<file path="src/rtl/atri_i2c_sched.sv">
// atri_i2c_sched: round-robin sequencer that lets NREQ fabric requesters share one I2C
// PicoBlaze engine through its mailbox RAM.
//
// Per granted transaction it writes the address byte, the clamped length and any write
// bytes into the mailbox, patches the jump slot with JUMP_RUN, then waits for the engine.
// While waiting it collects read bytes and the NAK flag, and it gives up after TIMEOUT
// cycles. It then parks the engine with JUMP_IDLE and pulses done for the granted requester.
//
// Optional feature: define I2C_SCHED_VERIFY_EN to read the mailbox back before the kick.
// A read-back mismatch reports err=11 and parks the engine without starting it.
//
// Ports:
//   clk, rst_n          clock, asynchronous active-low reset
//   req/req_dev/req_len/req_wdata   per-requester request level and command fields
//   done, rdata, err    one-hot completion pulse, read bytes, status
//   busy                high whenever the sequencer is not idle
//   ram_wr_stb, ram_address, ram_data_in, ram_data_out   mailbox port
//   jump_wr_stb         jump-slot write strobe (data on ram_data_in)
//   pb_done, pb_nak, pb_rd_stb, pb_rd_data                engine status inputs
module atri_i2c_sched #(
  parameter int unsigned NREQ      = 4,
  parameter int unsigned TIMEOUT   = 50000,
  parameter logic [7:0]  JUMP_RUN  = 8'h40,
  parameter logic [7:0]  JUMP_IDLE = 8'h00
) (
  input  logic                 clk,
  input  logic                 rst_n,
  input  logic [NREQ-1:0]      req,
  input  logic [8*NREQ-1:0]    req_dev,
  input  logic [4*NREQ-1:0]    req_len,
  input  logic [64*NREQ-1:0]   req_wdata,
  output logic [NREQ-1:0]      done,
  output logic [63:0]          rdata,
  output logic [1:0]           err,
  output logic                 busy,
  output logic                 ram_wr_stb,
  output logic [7:0]           ram_address,
  output logic [7:0]           ram_data_in,
  input  logic [7:0]           ram_data_out,
  output logic                 jump_wr_stb,
  input  logic                 pb_done,
  input  logic                 pb_nak,
  input  logic                 pb_rd_stb,
  input  logic [7:0]           pb_rd_data
);

  localparam int unsigned IW = (NREQ > 1) ? $clog2(NREQ) : 1;
  localparam logic [15:0] TmoLast = 16'(TIMEOUT - 1);

  typedef enum logic [3:0] {
    StIdle, StArb, StHdr0, StHdr1, StWdat, StVerify, StKick, StWait, StPark, StDone
  } state_e;

`ifdef I2C_SCHED_VERIFY_EN
  localparam state_e StPostWr = StVerify;
`else
  localparam state_e StPostWr = StKick;
`endif

  state_e          state_q, state_d;
  logic [IW-1:0]   ptr_q, ptr_d, grant_q, grant_d, pick, cand;
  logic            found;
  logic [7:0]      dev_q, dev_d;
  logic [3:0]      len_q, len_d, len_raw, wlen;
  logic [63:0]     wdata_q, wdata_d, rdata_q, rdata_d;
  logic [3:0]      idx_q, idx_d;
  logic [15:0]     tmo_q, tmo_d;
  logic [1:0]      err_q, err_d;

  // Number of mailbox data bytes actually written: reads carry no payload.
  assign wlen = dev_q[0] ? 4'd0 : len_q;

  // Round-robin search starting at ptr_q.
  always_comb begin
    found = 1'b0;
    pick  = ptr_q;
    cand  = '0;
    for (int unsigned i = 0; i < NREQ; i++) begin
      cand = IW'((32'(ptr_q) + i) % NREQ);
      if (!found && req[cand]) begin
        found = 1'b1;
        pick  = cand;
      end
    end
  end

`ifdef I2C_SCHED_VERIFY_EN
  // Byte expected at offset idx_q-1; the RAM returns data one cycle after its address.
  logic [7:0] vexp;
  logic [2:0] wk;
  always_comb begin
    wk = idx_q[2:0] - 3'd3;
    if (idx_q == 4'd1)      vexp = dev_q;
    else if (idx_q == 4'd2) vexp = {4'b0000, len_q};
    else                    vexp = wdata_q[{wk, 3'b000} +: 8];
  end
`else
  logic unused_ram_data_out;
  assign unused_ram_data_out = ^ram_data_out;
`endif

  always_comb begin
    state_d = state_q;
    ptr_d   = ptr_q;
    grant_d = grant_q;
    dev_d   = dev_q;
    len_d   = len_q;
    wdata_d = wdata_q;
    idx_d   = idx_q;
    tmo_d   = tmo_q;
    rdata_d = rdata_q;
    err_d   = err_q;
    len_raw = req_len[{pick, 2'b00} +: 4];
    unique case (state_q)
      StIdle: if (|req) state_d = StArb;
      StArb: begin
        if (found) begin
          grant_d = pick;
          dev_d   = req_dev[{pick, 3'b000} +: 8];
          len_d   = (len_raw > 4'd8) ? 4'd8 : len_raw;
          wdata_d = req_wdata[{pick, 6'b000000} +: 64];
          rdata_d = '0;
          err_d   = 2'b00;
          state_d = StHdr0;
        end else begin
          state_d = StIdle;
        end
      end
      StHdr0: state_d = StHdr1;
      StHdr1: begin
        idx_d   = '0;
        state_d = (wlen == 4'd0) ? StPostWr : StWdat;
      end
      StWdat: begin
        idx_d = idx_q + 4'd1;
        if (idx_q == wlen - 4'd1) begin
          idx_d   = '0;
          state_d = StPostWr;
        end
      end
      StVerify: begin
`ifdef I2C_SCHED_VERIFY_EN
        idx_d = idx_q + 4'd1;
        if (idx_q != 4'd0 && ram_data_out != vexp) begin
          err_d   = 2'b11;
          state_d = StPark;
        end else if (idx_q == wlen + 4'd2) begin
          state_d = StKick;
        end
`else
        state_d = StKick;
`endif
      end
      StKick: begin
        tmo_d   = '0;
        idx_d   = '0;
        state_d = StWait;
      end
      StWait: begin
        tmo_d = tmo_q + 16'd1;
        if (pb_rd_stb && idx_q < len_q) begin
          rdata_d[{idx_q[2:0], 3'b000} +: 8] = pb_rd_data;
          idx_d = idx_q + 4'd1;
        end
        // Completion takes priority over a simultaneous timeout.
        if (pb_done) begin
          err_d   = {1'b0, pb_nak};
          state_d = StPark;
        end else if (tmo_q == TmoLast) begin
          err_d   = 2'b10;
          state_d = StPark;
        end
      end
      StPark: state_d = StDone;
      StDone: begin
        ptr_d   = (32'(grant_q) == NREQ - 1) ? '0 : grant_q + IW'(1);
        state_d = StIdle;
      end
      default: state_d = StIdle;
    endcase
  end

  always_ff @(posedge clk or negedge rst_n) begin
    if (!rst_n) begin
      state_q <= StIdle;
      ptr_q   <= '0;
      grant_q <= '0;
      dev_q   <= '0;
      len_q   <= '0;
      wdata_q <= '0;
      idx_q   <= '0;
      tmo_q   <= '0;
      rdata_q <= '0;
      err_q   <= '0;
    end else begin
      state_q <= state_d;
      ptr_q   <= ptr_d;
      grant_q <= grant_d;
      dev_q   <= dev_d;
      len_q   <= len_d;
      wdata_q <= wdata_d;
      idx_q   <= idx_d;
      tmo_q   <= tmo_d;
      rdata_q <= rdata_d;
      err_q   <= err_d;
    end
  end

  always_comb begin
    ram_wr_stb  = 1'b0;
    ram_address = '0;
    ram_data_in = '0;
    jump_wr_stb = 1'b0;
    done        = '0;
    unique case (state_q)
      StHdr0: begin
        ram_wr_stb  = 1'b1;
        ram_data_in = dev_q;
      end
      StHdr1: begin
        ram_wr_stb  = 1'b1;
        ram_address = 8'h01;
        ram_data_in = {4'b0000, len_q};
      end
      StWdat: begin
        ram_wr_stb  = 1'b1;
        ram_address = {4'b0000, idx_q} + 8'h02;
        ram_data_in = wdata_q[{idx_q[2:0], 3'b000} +: 8];
      end
      StVerify: ram_address = {4'b0000, idx_q};
      StKick: begin
        jump_wr_stb = 1'b1;
        ram_data_in = JUMP_RUN;
      end
      StPark: begin
        jump_wr_stb = 1'b1;
        ram_data_in = JUMP_IDLE;
      end
      StDone: done[grant_q] = 1'b1;
      default: ;
    endcase
  end

  assign busy  = (state_q != StIdle);
  assign rdata = rdata_q;
  assign err   = err_q;

endmodule

</file>
<file path="config.mk">
export PLATFORM = sky130hd
export DESIGN_NAME = atri_i2c_sched
export DESIGN_NICKNAME = d
export VERILOG_FILES = /design/src/rtl/atri_i2c_sched.sv
export SDC_FILE = /design/constraint.sdc
export NUM_CORES = 1
export LEC_CHECK = 0
export ABC_AREA = 1
export BUFFER_PORTS_ARGS = -buffer_cell sky130_fd_sc_hd__buf_4
export CORE_AREA = 2 2 164 166
export DETAILED_ROUTE_END_ITERATION = 6
export DIE_AREA = 0 0 166 168
export GPL_ROUTABILITY_DRIVEN = 0
export PLACE_DENSITY_LB_ADDON = 0.1
export SYNTH_ARGS = -nofsm -noshare
export SYNTH_HDL_FRONTEND = slang
export SYNTH_SLANG_ARGS = --single-unit
</file>
<file path="constraint.sdc">
create_clock -name clk -period 2.8 [get_ports clk]
set_clock_uncertainty 0.05 [all_clocks]
set_input_delay 0.28 -clock clk [delete_from_list [all_inputs] [get_ports clk]]
set_output_delay 0.28 -clock clk [all_outputs]
set_load 0.005 [all_outputs]
</file>
==> run_results.csv, run 1 <==
group,metric,value,unit
sta,fin_crit,2.77,ns
yosys,cell_accounting_for_the_most_synthesized_area,"dfrtp_1",
grt,global_route.usage.total,25.1,%
min_path,hold_path_startpoint,"pb_nak",
setup_path,worstPathMaxFanout,39,
job,max_cap_viol_count,0,
yosys,synth.top_cells.by_area,"dfrtp_1, nand2_1, o21ai_0",
outcome,status,"complete, no violations",
clock_network,cts-root-to-sink-buffers,2,
sta,fmax,361,MHz
sta,timing_hold_violations_final,0,
final_layout,layout.cell_area.non_filler,15000,sq um
final_layout,antenna-diode-count,0,
grt,first_global_vias,11882,
setup_path,reg2reg_slack,0.13,ns
clock_network,cts_tree,"yes",
placement,placedInstanceArea,14400,sq um
setup_path,worstSetupStartpointType,"flop",
sta,final_min_period_over_clock_period,99.0,%
clock_network,tritoncts.num_buffers,17,
final_layout,layout.cells.most_common,"nand2_1",
yosys,syn-mean-instance-area,6.36,sq um
yosys,synth_cell_types,43,
clock_network,clock-root-buffer,"clkbuf_16",
sta,timing.final.setup_violations,0,
die,die_height,168,microns
sta,totalNegativeSetupSlack,0,ns
min_path,endpoint_of_the_worst_hold_timing_path,"err[0]$_DFFE_PN0P_",
route,post-route-drc-count,0,
route,total_routed_length,35800,microns
setup_path,crit_arrival,2.44,ns
final_layout,layout.nets,2460,
clock_network,clock_latency,0.42,ns
setup_path,worstSetupPathType,"reg2out",
clock_network,clkSinkCount,170,
pwr,leakagePower,0.00847,uW
clock_network,htree_levels,4,
setup_path,worstSetupEndpointType,"output pin",
pwr,peakVddDrop,1.42,mV
clock_network,cts_setup_buffers,0,
die,core.rowCount,60,
die,design.die.area,27900,sq um
final_layout,layout_common_cells,"nand2_1, buf_4, dfrtp_1",
grt,grt-ovfl-total,0,
placement,numPortBuffers,406,
yosys,ys_ff_latch,170,
die,placeableCoreArea,26400,sq um
grt,grt_first_pass_wirelength,57800,microns
die,die_width,166,microns
grt,antenna_found_initial,0,
min_path,min_path_cells,3,
sta,drv_slew,0,
clock_network,clock_pin_slew_of_the_registers_on_the_worst_case_setup_and_hold_paths,0.07,ns
yosys,synth.yosys.seq_area_share,38.3,%
route,drtIter0Drc,1009,
pwr,finalPower,16800,uW
setup_path,critPathRequiredTime,2.47,ns
yosys,synthCells,1748,
yosys,yosysWarnings,0,
setup_path,crit_start,"idx_q[0]$_DFFE_PN0P_",
yosys,post_synth_instance_area,11100,sq um
pwr,power-per-cell-area,1110,nW/um^2
setup_path,r2r_start,"idx_q[0]$_DFFE_PN0P_",
die,initial_core_util,42.2,%
route,vias_per_cell,4.94,
final_layout,area_delta_synth_final,35.3,%
yosys,netlist.area_leader.share,38.3,%
setup_path,reg2reg_depth,7,
sta,relSlewSlack,51.6,%
min_path,min_path_type,"in2reg",
placement,place_hpwl,27000,microns
sta,worst_hold_slack,0.0788,ns
setup_path,critical_path.reg2reg.endpoint,"rdata[6]$_DFFE_PN0P_",
sta,setup_repair_after_global_routing_missed_its_margin,"yes",
route,vias,12218,
route,final_antenna_net_count,0,
route,drt_first_pass_iters,5,
sta,worst_slew_pin_slew,0.725,ns
final_layout,final_layout_size_suffix_gt1_share,23.0,%
die,ioPinCount,418,
final_layout,n_fill_cell,2696,
grt,grt_max_degree,102,
route,routed_wire_length_per_instance,14.5,microns
-- flip-flops by register name, summed over array words and instances, names as in the netlist --
| register | flops |
|---|---|
| ptr_q | 2 |
| rdata | 64 |
| len_q | 4 |
| idx_q | 4 |
| err | 2 |
| grant_q | 2 |
| dev_q | 8 |
| state_q | 4 |
| wdata_q | 64 |
| tmo_q | 16 |
-- critical path, stage by stage (launching register included) --
cell and delay (ns):
dfrtp_1 0.46, inv_1 0.11, buf_4 0.38, nor2_1 0.14, o22ai_1 0.36, o211ai_1 0.23
o211ai_1 0.15, buf_4 0.17
-- worst max path at each step --
| stage | endpoint | slack, ns |
|---|---|---|
| 2_1_floorplan | rdata[0]$_DFFE_PN0P_ | 0.04 |
| 3_3_place_gp | wdata_q[33]$_DFFE_PN0P_ | 0.22 |
| 3_5_place_dp | wdata_q[25]$_DFFE_PN0P_ | 0.19 |
| 4_1_cts | ram_data_in[3] | 0.11 |
| 5_1_grt | rdata[0]$_DFFE_PN0P_ | 0.005 |
| 6_report | ram_data_in[3] | 0.03 |
-- cell families (layout without fill, tap and decap cells) --
group                    after synthesis  count (layout)  share of synthesized area [%]
AND/OR/NAND/NOR                     1175            1175                           41.4
flip-flops                           170             170                           38.3
XOR/XNOR                              10              10                          0.788
other                                  1               3                         0.0337
AO/OA/AOI/OAI                        187             187                           9.86
buffers and inverters                191             571                           8.03
adder cells (fa/ha/maj)               14              14                           1.58
-- layer usage --
| metal | GRT usage, % | part of all wire [%] |
|---|---|---|
| met3 | 4.25 | 5.7 |
| met2 | 43.4 | 48 |
| met5 | 0 | 0 |
| met4 | 9.57 | 3.1 |
| met1 | 31.6 | 43 |
-- cell usage after synthesis --
| cell | instances |
|---|---|
| nor2_2 | 2 |
| nor3_1 | 10 |
| o21ai_0 | 97 |
| a31oi_1 | 2 |
| nor4_1 | 2 |
| nand3_4 | 1 |
| dfrtp_1 | 170 |
| buf_6 | 12 |
| inv_4 | 2 |
| buf_2 | 37 |
| o21ai_1 | 3 |
| ha_1 | 14 |
| o22ai_1 | 38 |
| buf_4 | 6 |
| nor3b_1 | 1 |
| o31ai_1 | 4 |
| a21oi_1 | 13 |
| o21ai_2 | 2 |
| nand4_1 | 7 |
| conb_1 | 1 |
| buf_8 | 1 |
| a32o_1 | 2 |
| nand3b_1 | 2 |
| clkinv_1 | 1 |
| o221ai_1 | 12 |
| nand3_1 | 53 |
| nand2_1 | 1020 |
| o21bai_1 | 1 |
| xor2_1 | 9 |
| a2bb2oi_1 | 1 |
| o211ai_1 | 11 |
| or3_1 | 1 |
| xnor2_1 | 1 |
| nand2_4 | 3 |
| inv_2 | 2 |
| nand4_4 | 1 |
| nor2_8 | 1 |
| nand2_2 | 2 |
| nor2_1 | 69 |
| buf_1 | 1 |
| inv_1 | 97 |
| clkbuf_1 | 32 |
| a22o_1 | 1 |
-- power by group --
group	internal [uW]	switching (uW)	leakage (uW)
clock network	1300	1050	0.000288
logic	3650	7210	0.00592
registers	3110	437	0.00226
total	8060	8700	0.00847
-- cell type report --
type / instances / area, sq um / share of cell area [%]
Clock buffer: 20 / 457 / 3.04
Clock inverter: 12 / 129 / 0.857
Inverter: 102 / 388 / 2.58
Multi-Input combinational cell: 1389 / 6010 / 39.9
Sequential cell: 170 / 4250 / 28.3
Tap cell: 341 / 427 / 2.84
Timing Repair Buffer: 437 / 3380 / 22.5
-- through the flow --
step	util (%)	instances	setup WS (ns)
2_1_floorplan	-	1750	0.0375
3_3_place_gp	54.7	2438	0.225
3_5_place_dp	54.7	2438	0.194
4_1_cts	57.0	2471	0.112
5_1_grt	57.1	2471	0.00506
6_report	57.1	2471	0.0287
-- repair_timing --
action,CTS,global route
hold endpoints to repair,71,0
gates resized for setup,0,4
setup endpoints to repair,0,39
hold buffers,1,0
(Power assumes the default switching activity.)
==> run 2, diff against run 1 <==
Settings changed: CORE_AREA 2 2 164 166 to not set, CORE_ASPECT_RATIO set to 0.5, CORE_MARGIN set to 1.5, CORE_UTILIZATION set to 41, DIE_AREA 0 0 166 168 to not set.
Clock period 2.8 ns to 2.28 ns, I/O delays scaled along.
==> run 2 against run 1 <==
Effect of this change: critical path type unchanged; flip-flop and latch count is the same; critical path depth is the same; sequential share of layout area shrank 4.5 points; the flow now finishes with violations (setup timing).
==> run_results.csv, run 2 (synthesis gave the netlist of run 1 again) <==
group,metric,value,unit
pwr,leakagePower,0.00969,uW
setup_path,crit_start,"idx_q[0]$_DFFE_PN0P_",
die,initial_core_util,41.9,%
clock_network,clock-root-buffer,"clkbuf_16",
sta,worst_slew_pin_slew,0.588,ns
final_layout,multi_input_area,7070,sq um
route,drtIter0Drc,948,
setup_path,r2r_start,"ptr_q[0]$_DFFE_PN0P_",
setup_path,worstSetupStartpointType,"flop",
die,die_width,236,microns
sta,relSlewSlack,60.8,%
route,drt_first_pass_iters,5,
clock_network,tritoncts.num_buffers,17,
outcome,violated_checks,"setup timing",
grt,grt_max_degree,68,
final_layout,layout.nets,2569,
grt,grt-ovfl-total,0,
min_path,endpoint_of_the_worst_hold_timing_path,"err[1]$_DFFE_PN0P_",
min_path,hold_path_startpoint,"pb_done",
clock_network,clock_latency,0.46,ns
grt,antenna_found_initial,0,
setup_path,crit_arrival,2.24,ns
setup_path,critical_path.reg2reg.endpoint,"wdata_q[36]$_DFFE_PN0P_",
final_layout,layout.cells.most_common,"nand2_1",
sta,totalNegativeSetupSlack,-2.11,ns
setup_path,worstSetupEndpointType,"output pin",
setup_path,worstSetupPathType,"reg2out",
placement,place_hpwl,27200,microns
final_layout,final_layout_size_suffix_gt1_share,38.4,%
die,ioPinCount,418,
setup_path,cpPeakStageDelay,0.48,ns
placement,numPortBuffers,406,
sta,fmax,397,MHz
min_path,min_path_cells,4,
setup_path,worstPathMaxFanout,18,
final_layout,n_fill_cell,2350,
clock_network,cts-root-to-sink-buffers,2,
sta,timing_hold_violations_final,0,
setup_path,crit_top_cell,"o211ai_1",
route,post-route-drc-count,0,
grt,global_route.usage.total,26.3,%
route,vias,13093,
pwr,power-per-cell-area,1640,nW/um^2
pwr,finalPower,29400,uW
route,routed_wire_length_per_instance,16.3,microns
die,die_height,119,microns
grt,first_global_vias,11741,
setup_path,reg2reg_slack,-0.08,ns
sta,fin_crit,2.52,ns
final_layout,sequential_cell_area,4260,sq um
sta,final_min_period_over_clock_period,110,%
grt,grt_first_pass_wirelength,59300,microns
sta,worst_hold_slack,0.0332,ns
sta,timing.final.ws_setup,-0.239,ns
sta,drv_slew,0,
job,max_cap_viol_count,0,
die,core.rowCount,42,
placement,worst_slack_after_detailed_placement,0.0423,ns
setup_path,crit_path_cell_trace,"inv_4 -> buf_12 -> nor2_2 -> o22ai_1 -> o211ai_1 -> o211ai_1 -> buf_4",
setup_path,critPathRequiredTime,2.00,ns
clock_network,clock_pin_slew_of_the_registers_on_the_worst_case_setup_and_hold_paths,0.08,ns
clock_network,htree_levels,4,
die,placeableCoreArea,26500,sq um
die,design.die.area,28200,sq um
final_layout,layout_common_cells,"nand2_1, buf_4, dfrtp_1",
clock_network,clkSinkCount,170,
setup_path,cpMaxStageDelayCell,"dfrtp_2",
final_layout,area_delta_synth_final,61.0,%
pwr,peakVddDrop,0.893,mV
route,vias_per_cell,5.05,
route,total_routed_length,42200,microns
min_path,min_path_type,"in2reg",
outcome,status,"finished, violations left",
final_layout,antenna-diode-count,0,
clock_network,cts_tree,"yes",
route,final_antenna_net_count,0,
sta,setup_repair_after_global_routing_missed_its_margin,"yes",
sta,timing.final.setup_violations,57,
setup_path,reg2reg_depth,17,
## run 2: changes by cell type in the layout (fill, tap and decap cells not counted), moves of 23 or more
cell / change
nand2_1: -211
nand2_4: +56
clkbuf_16: +23
buf_4: +24
nand2_2: +153
## run 2: what timing repair did
item	CTS	global route
pin swaps	16	150
cloned	2	38
hold buffers	3	0
gates resized for setup	41	379
setup buffers	10	18
hold endpoints to repair	57	0
setup endpoints to repair	9	152
## run 2: worst max-delay path by stage
stage	to	slack [ns]	cells past startpoint
after floorplan	rdata[0]$_DFFE_PN0P_	0.01	10
after global placement	wdata_q[32]$_DFFE_PN0P_	0.07	18
after detailed placement	wdata_q[48]$_DFFE_PN0P_	0.04	17
after CTS	ram_data_in[3]	-0.12	7
after global routing	wdata_q[36]$_DFFE_PN0P_	-0.20	17
final	ram_data_in[3]	-0.24	7
## run 2: layout make-up
class	count	share of cell area [%]
Tap cell	352	2.46
Timing Repair inverter	3	0.217
Inverter	102	2.37
Timing Repair Buffer	542	28.2
Sequential cell	170	23.8
Multi-Input combinational cell	1390	39.5
Clock inverter	14	0.979
Clock buffer	18	2.45
## run 2: power by group
part           leakage, uW  switching (uW)  internal (uW)
sequential         0.00225             626           3830
clock             0.000300            1370           1690
combinational      0.00715           12400           9430
## run 2: metrics by stage
stage          std cells  instance area, sq um  util [%]
6_report            2591                 17900      67.4
5_1_grt             2591                 17900      67.4
4_1_cts             2535                 15800      59.5
3_5_place_dp        2488                 14900      56.2
3_3_place_gp        2488                 14900      56.2
2_1_floorplan       1750                 11200         -
## run 2: critical path: cells and delay by family (launching register included)
| family | cells | cell delay, ns |
|---|---|---|
| DFF | 1 | 0.48 |
| AOI/OAI and AO/OA | 3 | 0.73 |
| and+or+nand+nor | 1 | 0.13 |
| buffers and inverters | 3 | 0.42 |
## run 2: routing by layer
metal  up-vias  share of wire (%)  GRT usage, %
met3        46                5.8          4.29
met2       431                 48          43.8
met4         0                1.7          6.41
met5         -                  0             0
met1      6166                 45          35.9
li1       6450                  -             -
==> run 3, diff against run 2 <==
--- a/constraint.sdc
+++ b/constraint.sdc
@@ -3,3 +3,3 @@
 set_input_delay 0.228 -clock clk [delete_from_list [all_inputs] [get_ports clk]]
 set_output_delay 0.228 -clock clk [all_outputs]
-set_load 0.005 [all_outputs]
+set_load 0.1 [all_outputs]
==> run 3 against run 2 <==
Effect of this change: the run still ends with setup timing left; die area stayed put; global-route usage fell by 0.18 points; non-clock buffer count is 1 lower; utilization rose by 2.2 points; critical path depth unchanged; fmax increased by 1.5%; flip-flop and latch count unchanged; setup slack gained 0.036 ns; hold slack lost 0.0041 ns; first-iteration DRC count fell by 7.6%; routed wire length up 2.7%; critical endpoint is now ram_data_in[1].
==> run_results.csv, run 3 (synthesis gave the netlist of run 1 again) <==
group,metric,value,unit
route,drtIter0Drc,876,
grt,gr-usage-met1,35.8,%
clock_network,htree_levels,4,
sta,drv_slew,0,
route,drt_first_pass_iters,5,
grt,grt_first_pass_wirelength,59100,microns
grt,first_global_vias,11722,
clock_network,clkSinkCount,170,
pwr,power-per-cell-area,1740,nW/um^2
sta,setup_repair_after_global_routing_missed_its_margin,"yes",
grt,grt_busiest_layer,"met2",
final_layout,area_delta_synth_final,66.3,%
job,max_cap_viol_count,0,
pwr,leakagePower,0.00980,uW
clock_network,clock_pin_slew_of_the_registers_on_the_worst_case_setup_and_hold_paths,0.07,ns
sta,timing_hold_violations_final,0,
route,final_antenna_net_count,0,
placement,placedInstanceArea,14900,sq um
die,ioPinCount,418,
pwr,peakVddDrop,1.37,mV
clock_network,cts_tree,"yes",
final_layout,layout.nets,2571,
setup_path,worstSetupEndpointType,"output pin",
sta,timing.final.ws_setup,-0.203,ns
die,die_height,119,microns
clock_network,tritoncts.num_buffers,17,
setup_path,worstSetupStartpointType,"flop",
setup_path,worstSetupPathType,"reg2out",
pwr,finalPower,32200,uW
grt,antenna_found_initial,0,
final_layout,antenna-diode-count,0,
route,total_routed_length,43400,microns
final_layout,layout_common_cells,"nand2_1, buf_4, nand2_2",
grt,grt_max_degree,72,
clock_network,cts-root-to-sink-buffers,2,
final_layout,layout.cells.most_common,"nand2_1",
route,vias_per_cell,5.13,
placement,worst_slack_after_detailed_placement,-0.0219,ns
sta,timing.final.setup_violations,87,
final_layout,layout.cell_area.non_filler,18500,sq um
setup_path,critPathRequiredTime,2.00,ns
grt,met2_usage,42.6,%
grt,grt-ovfl-total,0,
route,routed_wire_length_per_instance,16.7,microns
sta,worst_hold_slack,0.0291,ns
sta,final_min_period_over_clock_period,109,%
clock_network,clock-root-buffer,"clkbuf_16",
final_layout,final_layout_size_suffix_gt1_share,41.5,%
setup_path,worstPathMaxFanout,8,
placement,place_hpwl,26800,microns
die,design.die.area,28200,sq um
outcome,violated_checks,"setup timing",
sta,fin_crit,2.48,ns
grt,use_met3,4.57,%
die,core.rowCount,42,
route,vias,13295,
die,die_width,236,microns
die,placeableCoreArea,26500,sq um
placement,numPortBuffers,406,
die,initial_core_util,41.9,%
sta,fmax,403,MHz
setup_path,crit_arrival,2.21,ns
route,post-route-drc-count,0,
clock_network,clock_latency,0.45,ns
grt,global_route.usage.total,26.2,%
outcome,status,"finished, violations left",
min_path,min_path_type,"in2reg",
-- run 3: cell types whose count changed in the layout (fill, tap and decap cells not counted), moves of 11 or more --
| cell | before | now |
|---|---|---|
| nor2_1 | 57 | 46 |
| nand2_2 | 157 | 170 |
| o21ai_0 | 76 | 50 |
| o21ai_1 | 18 | 31 |
| nand2_1 | 807 | 795 |
| o22ai_1 | 37 | 26 |
| buf_4 | 452 | 434 |
-- run 3: report_power, final --
| part | switching [uW] | internal [uW] | leakage (uW) |
|---|---|---|---|
| logic | 14800 | 10000 | 0.00728 |
| clock network | 1320 | 1560 | 0.000276 |
| registers | 694 | 3830 | 0.00225 |
-- run 3: worst max-delay path, stage by stage, from the launching register on --
cell,delay [ns]
dfrtp_2,0.47
clkinv_4,0.12
clkbuf_16,0.18
o21ai_2,0.11
o22ai_1,0.08
o211ai_1,0.32
o211ai_1,0.22
buf_6,0.24
-- run 3: final timing paths --
path                                              start                      end  slack, ns  cells after the start
max in group asynchronous                         rst_n     idx_q[0]$_DFFE_PN0P_       1.28                      3
worst min register to register  wdata_q[54]$_DFFE_PN0P_  wdata_q[54]$_DFFE_PN0P_       0.43                      2
worst min-delay path                      pb_rd_data[7]    rdata[31]$_DFFE_PN0P_       0.03                      3
min in group asynchronous                         rst_n    rdata[10]$_DFFE_PN0P_       0.19                      2
worst max-delay path               idx_q[0]$_DFFE_PN0P_           ram_data_in[1]      -0.20                      7
worst max register to register     ptr_q[0]$_DFFE_PN0P_  wdata_q[14]$_DFFE_PN0P_      -0.17                     17
-- run 3: metrics by stage --
stage               utilization (%)   TNS, ns  instances
floorplan                         -     -1.61       1750
global placement               56.1  -0.00233       2481
detailed placement             56.1   -0.0219       2481
CTS                            60.0     -1.26       2524
global route                   69.7    -21.58       2593
finish                         69.7     -7.57       2593
-- run 3: layout make-up --
class	instances	area [sq um]
sequential	170	4260
inverter	102	430
multi-input combinational	1392	7490
clock buffer	20	447
clock inverter	12	125
timing repair inverter	4	70.1
tap	352	440
fill	2258	8050
timing repair buffer	541	5220
-- run 3: repair_timing --
action                                  4_1_cts  5_1_grt
gates resized for setup                      80      485
buffers inserted                              4       32
endpoints found under the hold margin        91        0
pin swaps                                    12      132
gates cloned                                  4       40
hold buffers                                  3        0
endpoints found under the setup margin       28      165
-- run 3: per-layer routing --
metal | vias to the layer above | share of wire, %
met3 | 62 | 6.3
li1 | 6462 | -
met1 | 6300 | 45
met2 | 471 | 47
met5 | - | 0
met4 | 0 | 1.9
